$ cat config.mk
export PLATFORM = sky130hd
export DESIGN_NAME = x_ramd16_fifo
export DESIGN_NICKNAME = d
export VERILOG_FILES = /design/src/rtl/x_ramd16_fifo.sv
export SDC_FILE = /design/constraint.sdc
export NUM_CORES = 1
export LEC_CHECK = 0
export CORE_ASPECT_RATIO = 0.6
export CORE_MARGIN = 3
export CORE_UTILIZATION = 59
export DETAILED_ROUTE_END_ITERATION = 10
export HOLD_SLACK_MARGIN = 0.05
export PLACE_DENSITY = 0.87
export RECOVER_POWER = 25
export SYNTH_ARGS = -nofsm -noshare
export SYNTH_HDL_FRONTEND = slang
export SYNTH_SLANG_ARGS = --single-unit
$ cat constraint.sdc
create_clock -name clk -period 2.4 [get_ports clk]
set_clock_uncertainty 0.2 [all_clocks]
set_input_delay 0.48 -clock clk [delete_from_list [all_inputs] [get_ports clk]]
set_output_delay 0.48 -clock clk [all_outputs]
set_load 0.01 [all_outputs]
$ cat src/rtl/x_ramd16_fifo.sv
// x_ramd16_fifo: 16-entry FIFO built on a dual-port RAM (synchronous write,
// asynchronous read) with a registered output stage in front of the consumer.
//
// Ports:
//   clk       rising-edge clock
//   rstn      synchronous active-low reset
//   wr_en     write request; accepted when full is low
//   wr_data   write data, sampled with wr_en
//   full      RAM holds 16 entries (registered)
//   rd_data   head-of-queue data from the output register
//   rd_valid  rd_data holds a valid entry
//   rd_ready  consumer accepts rd_data when rd_valid is high
//   empty     RAM holds no entries and rd_valid is low (registered)
//   count     total entries held, RAM plus output register (0..17)
//   overflow  sticky: a write was attempted while full
//
// Total capacity is 17: 16 in the RAM plus one in the output register.
module x_ramd16_fifo #(
    parameter int unsigned      WIDTH = 8,
    parameter logic [WIDTH-1:0] INIT  = '0
) (
    input  logic             clk,
    input  logic             rstn,
    input  logic             wr_en,
    input  logic [WIDTH-1:0] wr_data,
    output logic             full,
    output logic [WIDTH-1:0] rd_data,
    output logic             rd_valid,
    input  logic             rd_ready,
    output logic             empty,
    output logic [4:0]       count,
    output logic             overflow
);

    logic [WIDTH-1:0] mem [16];

    logic [3:0]       wptr_q, rptr_q;
    logic [4:0]       ram_cnt_q, ram_cnt_d;
    logic             rd_valid_q, rd_valid_d;
    logic [WIDTH-1:0] rd_data_q;
    logic             full_q, full_d;
    logic             empty_q, empty_d;
    logic             overflow_q, overflow_d;

    logic accept;
    logic load;
    logic pop;

    assign accept = wr_en & ~full_q;
    // Load uses the RAM count before this edge's write, so a write never
    // bypasses straight into the output register.
    assign load   = (~rd_valid_q | rd_ready) & (ram_cnt_q != 5'd0);
    assign pop    = rd_valid_q & rd_ready;

    always_comb begin
        ram_cnt_d = ram_cnt_q;
        if (accept && !load) begin
            ram_cnt_d = ram_cnt_q + 5'd1;
        end else if (load && !accept) begin
            ram_cnt_d = ram_cnt_q - 5'd1;
        end

        rd_valid_d = rd_valid_q;
        if (load) begin
            rd_valid_d = 1'b1;
        end else if (pop) begin
            rd_valid_d = 1'b0;
        end

        full_d     = (ram_cnt_d == 5'd16);
        empty_d    = (ram_cnt_d == 5'd0) && !rd_valid_d;
        overflow_d = overflow_q | (wr_en & full_q);
    end

    // RAM contents are deliberately not reset; stale entries are unreachable
    // because the pointers restart at zero.
    always_ff @(posedge clk) begin
        if (rstn && accept) begin
            mem[wptr_q] <= wr_data;
        end
    end

    always_ff @(posedge clk) begin
        if (!rstn) begin
            wptr_q     <= 4'd0;
            rptr_q     <= 4'd0;
            ram_cnt_q  <= 5'd0;
            rd_valid_q <= 1'b0;
            rd_data_q  <= INIT;
            full_q     <= 1'b0;
            empty_q    <= 1'b1;
            overflow_q <= 1'b0;
        end else begin
            if (accept) begin
                wptr_q <= wptr_q + 4'd1;
            end
            if (load) begin
                rptr_q    <= rptr_q + 4'd1;
                rd_data_q <= mem[rptr_q];
            end
            ram_cnt_q  <= ram_cnt_d;
            rd_valid_q <= rd_valid_d;
            full_q     <= full_d;
            empty_q    <= empty_d;
            overflow_q <= overflow_d;
        end
    end

    assign full     = full_q;
    assign empty    = empty_q;
    assign rd_valid = rd_valid_q;
    assign rd_data  = rd_data_q;
    assign overflow = overflow_q;
    assign count    = ram_cnt_q + {4'd0, rd_valid_q};

endmodule

Word-level counts from Yosys, hierarchy flattened
Memories as Yosys holds them, arrays and structs flattened. A register that Yosys moved wholly into a read port is not among the register bits.
Cells that the tools add are included.
{"block": "totals", "output_inout_bits": 17, "latch_bits": 0, "ramBits": 128, "wordCells": 38, "n_memories": 1, "input_bits": 12, "ff_bits": 17, "rom_bits": 0}
{"block": "classes", "bitwise": 8, "multipliers": 0, "muxes": 6, "magnitude_cmp": 0, "reduce_logical": 10, "add_sub_neg": 5, "eq_ne": 1, "shifts": 0, "div": 0}
{"name": "mem", "words": 16, "width": 8, "rd": 1, "rd_clocked_by_memory_dff": 1, "write_ports": 1, "line_no": "35", "rtl": "logic [WIDTH-1:0] mem [16];"}
{"operator": "$mux 5", "n": 2}
{"operator": "$add 4x1->4 const B", "n": 2}
{"operator": "$add 5x1->5", "n": 1}
{"operator": "$add 5x1->5 const B", "n": 1}
{"operator": "$eq 5x5->1 const B", "n": 1}
{"operator": "$logic_not 5->1", "n": 1}
{"operator": "$reduce_bool 5->1", "n": 1}
{"operator": "$sub 5x1->5 const B", "n": 1}
{"operator": "$and 1x1->1", "n": 4}
{"operator": "$logic_and 1x1->1", "n": 4}
{"operator": "$logic_not 1->1", "n": 4}
{"operator": "$mux 1", "n": 4}
{"operator": "$not 1->1", "n": 2}
{"operator": "$or 1x1->1", "n": 2}

Depth between registers and ports, before layout
{"block": "logic_depth", "depth_word": 8, "mapped_depth": 8, "mapped_depth_nobuf": 7}

Least setup slack after synthesis
No wires, ideal clock.
{"block": "synth_path", "path_kind": "input -> register", "from": "in wr_en", "to": "mem mem[15][0], enable pin", "setup_time_ps": 370, "path_slack_ps": 222, "stages": 4, "t_arrival_ps": 1607, "required_time_ps": 1830, "n_path_buf": 1, "path_cell_list": "nor2b_1 clkbuf_1 nand2_1 nor2_1"}
{"block": "synth_between", "elab_chain_cells": 4}
{"element": "start, declared", "line_no": "24", "rtl": "input logic wr_en,"}
{"element": "$and 1x1->1", "line_no": "49", "rtl": "assign accept = wr_en & ~full_q;"}
{"element": "$logic_and 1x1->1", "line_no": "78", "rtl": "if (rstn && accept) begin"}
{"element": "$mux 1", "line_no": "78"}
{"element": "$mux 1 (implied by the code)", "line_no": "79", "rtl": "mem[wptr_q] <= wr_data;"}
{"element": "end, declared", "line_no": "35"}
No other way between the ends.

Worst setup path in the final report
{"block": "layout_path", "from": "reg rd_valid_q, in the netlist rd_valid", "to": "out count[4]"}
{"block": "layout_between", "elab_chain_cells": 1}
{"element": "start, declared", "line_no": "39", "rtl": "logic rd_valid_q, rd_valid_d;"}
{"element": "start signal, assigned", "line_no": "102", "rtl": "rd_valid_q <= rd_valid_d;"}
{"element": "$add 5x1->5", "line_no": "114", "rtl": "assign count = ram_cnt_q + {4'd0, rd_valid_q};"}
{"element": "end, declared", "line_no": "31", "rtl": "output logic [4:0] count,"}
No other way between the ends.

==> impl_metrics.ini <==
[outcome]
outcome = complete, no violations

[route]
residual_drc_count = 0
detailedRoute.firstIterationViolations = 380
wl_met2_um = 5870
top_layer_used = met4
route.layer.met1.wl_um = 5830
avgRoutedWirePerCell_um = 23.5
num_vias = 3483
met3_wirelength_um = 1220
postRouteWirelength_um = 13100
vias_per_cell = 6.25
first_pass_iters = 5
ant_nets = 0

[finish]
final_cell_area_um2 = 7330
number_of_nets_in_the_layout = 430
fin_util = 0.734
area_growth_pct = 19.6
antenna-diode-count = 0
filler_cell_count_in_the_final_layout = 574
fin_cells = 557
drive_gt1_frac = 0.258

[synthesis]
synth_edf_count = 128
synth-seq-area-share = 0.709
synthesis.area_per_instance_um2 = 17.6
syn_nets = 370
syn_inst = 349
async_flop_share = 0
synth.ff_latch_count = 153
synth_top_flop_cell = edfxtp_1
netlist.area_leader.share = 0.627
ys_warn_count = 0
ys_types = 42
synth_top_area_cell = edfxtp_1
post_synth_instance_area_um2 = 6130
synth_top_cells_by_area = edfxtp_1, mux4_2, dfxtp_1

[grt]
grt.overflow.total = 0
first_pass_grt_wire_length_um = 20400
grt_pass1_vias = 3550
grt.total_usage = 0.246
grt_max_degree = 36
grt_antenna_before_repair = 0

[place]
routabilityCongestion = 0.867
placedInstanceArea_um2 = 6750
post-place-ws_ns = -0.0289
place.detailed.hpwl_um = 8200
port_buffers = 28
dp_cells = 525

[clock_network]
worst_setup_hold_path_clk_slew_ns = 0.06
cts.path.max_buffers = 2
clk-insertion-delay-late_ns = 0.42
numCtsBuffers = 17
clock_sinks = 153
post-cts-setup-buffers = 0
cts_tree = done
ctsHoldBuffers = 0
htree_levels = 4
root_buffer = clkbuf_16

[sta]
final_period_minus_worst_setup_slack_ns = 2.35
tightest_slew_ns = 1.11
fin_tns_setup_ns = 0
fin_ws_ns = 0.0494
slew_headroom = 0.259
fin_crit_sh = 0.979
clock.fmax_mhz = 425
final-hold-violation-count = 0
worst_hold_slack_ns = 0.275
final_slew_viol_count = 0
finalSetupViolCount = 0

[power_and_ir_drop]
power_frac_clock = 0.335
seq_power_share = 0.410
pwr-share-comb = 0.255
vdd_drop_max_mv = 0.704
power.share.switching = 0.273
power-per-cell-area_nw_per_um2 = 1050
static-leakage-power_nw = 2.47
power.net_switching_mw = 2.10
design_power_total_mw = 7.68
power_report.internal_total_mw = 5.58

[die]
chipHeight_um = 85.0
top_level_ports = 29
core-area_um2 = 9980
row_count = 28
dieArea_um2 = 11700
initial_core_util = 0.614
fp.dieW_um = 138

[worst_setup_path]
path_class = flip-flop to primary output
timing.critical_path.required_ns = 1.72
cp_num_buf_inv = 1
worstPathMaxFanout = 4
cp.arrival_ns = 1.67
crit_path_cell_trace = ha_1, ha_2, nand3_1, xnor2_1, dlygate4sd2_1
critical_path.startpoint_type = flip-flop
timing.critical_path.to_type = primary output
critical_path.slowest_cell = dfxtp_4
slowest_stage_delay_on_critical_path_ns = 0.35
critPathTopFamily = flip-flops

[min_path]
hold_path_class = flip-flop to flip-flop

[job]
drv_cap = 0
-- per-layer routing --
layer  GRT usage  vias to the layer above
met5           0                        -
li1            -                     1511
met3      0.0717                       21
met2       0.345                      173
met4      0.0833                        0
met1       0.374                     1778
-- power groups by stage --
stage	logic [mW]	clock network, mW	registers [mW]
final	1.96	2.57	3.15
after detailed placement	1.95	0	3.19
after CTS	1.94	2.59	3.14
after global routing	2.11	2.72	3.17
after global placement	1.89	0	3.18
after floorplan	1.29	0	3.17
-- flip-flops by register name (all words and copies together), names as in the netlist --
| signal | cells |
|---|---|
| empty | 1 |
| full | 1 |
| mem | 128 |
| overflow | 1 |
| ram_cnt_q | 5 |
| rd_data | 8 |
| rd_valid | 1 |
| rptr_q | 4 |
| wptr_q | 4 |
-- worst reg2reg max path, cell delays in order (launching register included) --
cell	delay [ns]
dfxtp_2	0.38
inv_1	0.10
ha_1	0.20
or4b_4	0.52
nand2_2	0.15
o2111ai_1	0.18
a31o_1	0.24
o31ai_1	0.20
-- area by class of cell --
type,count,area [um2],area share
Sequential cell,153,4350,0.593
Multi-Input combinational cell,171,1670,0.228
Clock buffer,27,557,0.0759
Timing Repair Buffer,60,537,0.0732
Tap cell,135,169,0.0230
Clock inverter,5,27.5,0.00375
Inverter,6,22.5,0.00307
-- placed cells by master (no fill, tap or decap), types with 4 or more instances in the layout --
master and n:
nand2_1 11, nand3_1 7, dlygate4sd3_1 5, clkdlybuf4s50_1 19
dfxtp_1 21, dlygate4sd2_1 4, o22ai_1 17, clkbuf_16 20
inv_1 6, edfxtp_1 128, mux4_2 32, a211oi_1 9
mux2_2 8, clkbuf_1 5, xor2_1 6, buf_4 29
xnor2_1 6, nand4_1 4, nor2_1 28, ha_1 8
-- final timing paths --
| kind | slack (ns) | end | depth (start not counted) | from |
|---|---|---|---|---|
| max | 0.05 | count[4] | 5 | rd_valid |
| min | 0.27 | overflow | 2 | overflow |
| max reg2reg | 0.15 | empty | 7 | ram_cnt_q[1] |
| min reg2reg | 0.27 | overflow | 2 | overflow |
-- kinds of logic (layout without fill, tap and decap cells) --
group	count (synthesis)	count (layout)	synth area share
DFF	153	153	0.709
muxes	40	40	0.132
xor gates and xnor gates	12	12	0.0171
adders and majority gates	9	9	0.0184
and+or+nand+nor	72	72	0.0614
AOI/OAI and AO/OA	38	38	0.0427
buffers and inverters	25	98	0.0194
-- repair_timing --
item,CTS,global route
endpoints found under the setup margin,4,2
pin swaps,0,0
gates resized for setup,5,4
-- Yosys cell counts, types with 3 or more instances --
| cell | instances |
|---|---|
| edfxtp_1 | 128 |
| mux4_2 | 32 |
| nor2_1 | 28 |
| dfxtp_1 | 25 |
| o22ai_1 | 17 |
| nand2_1 | 11 |
| a211oi_1 | 9 |
| ha_1 | 9 |
| clkbuf_1 | 8 |
| mux2_2 | 8 |
| nand3_1 | 7 |
| inv_1 | 6 |
| xnor2_1 | 6 |
| xor2_1 | 6 |
| buf_1 | 4 |
| buf_4 | 4 |
| nand4_1 | 4 |
| a21oi_1 | 3 |
| nand2b_1 | 3 |
| nand3b_1 | 3 |
| or3_1 | 3 |
Power figures use the tool's default switching activity.
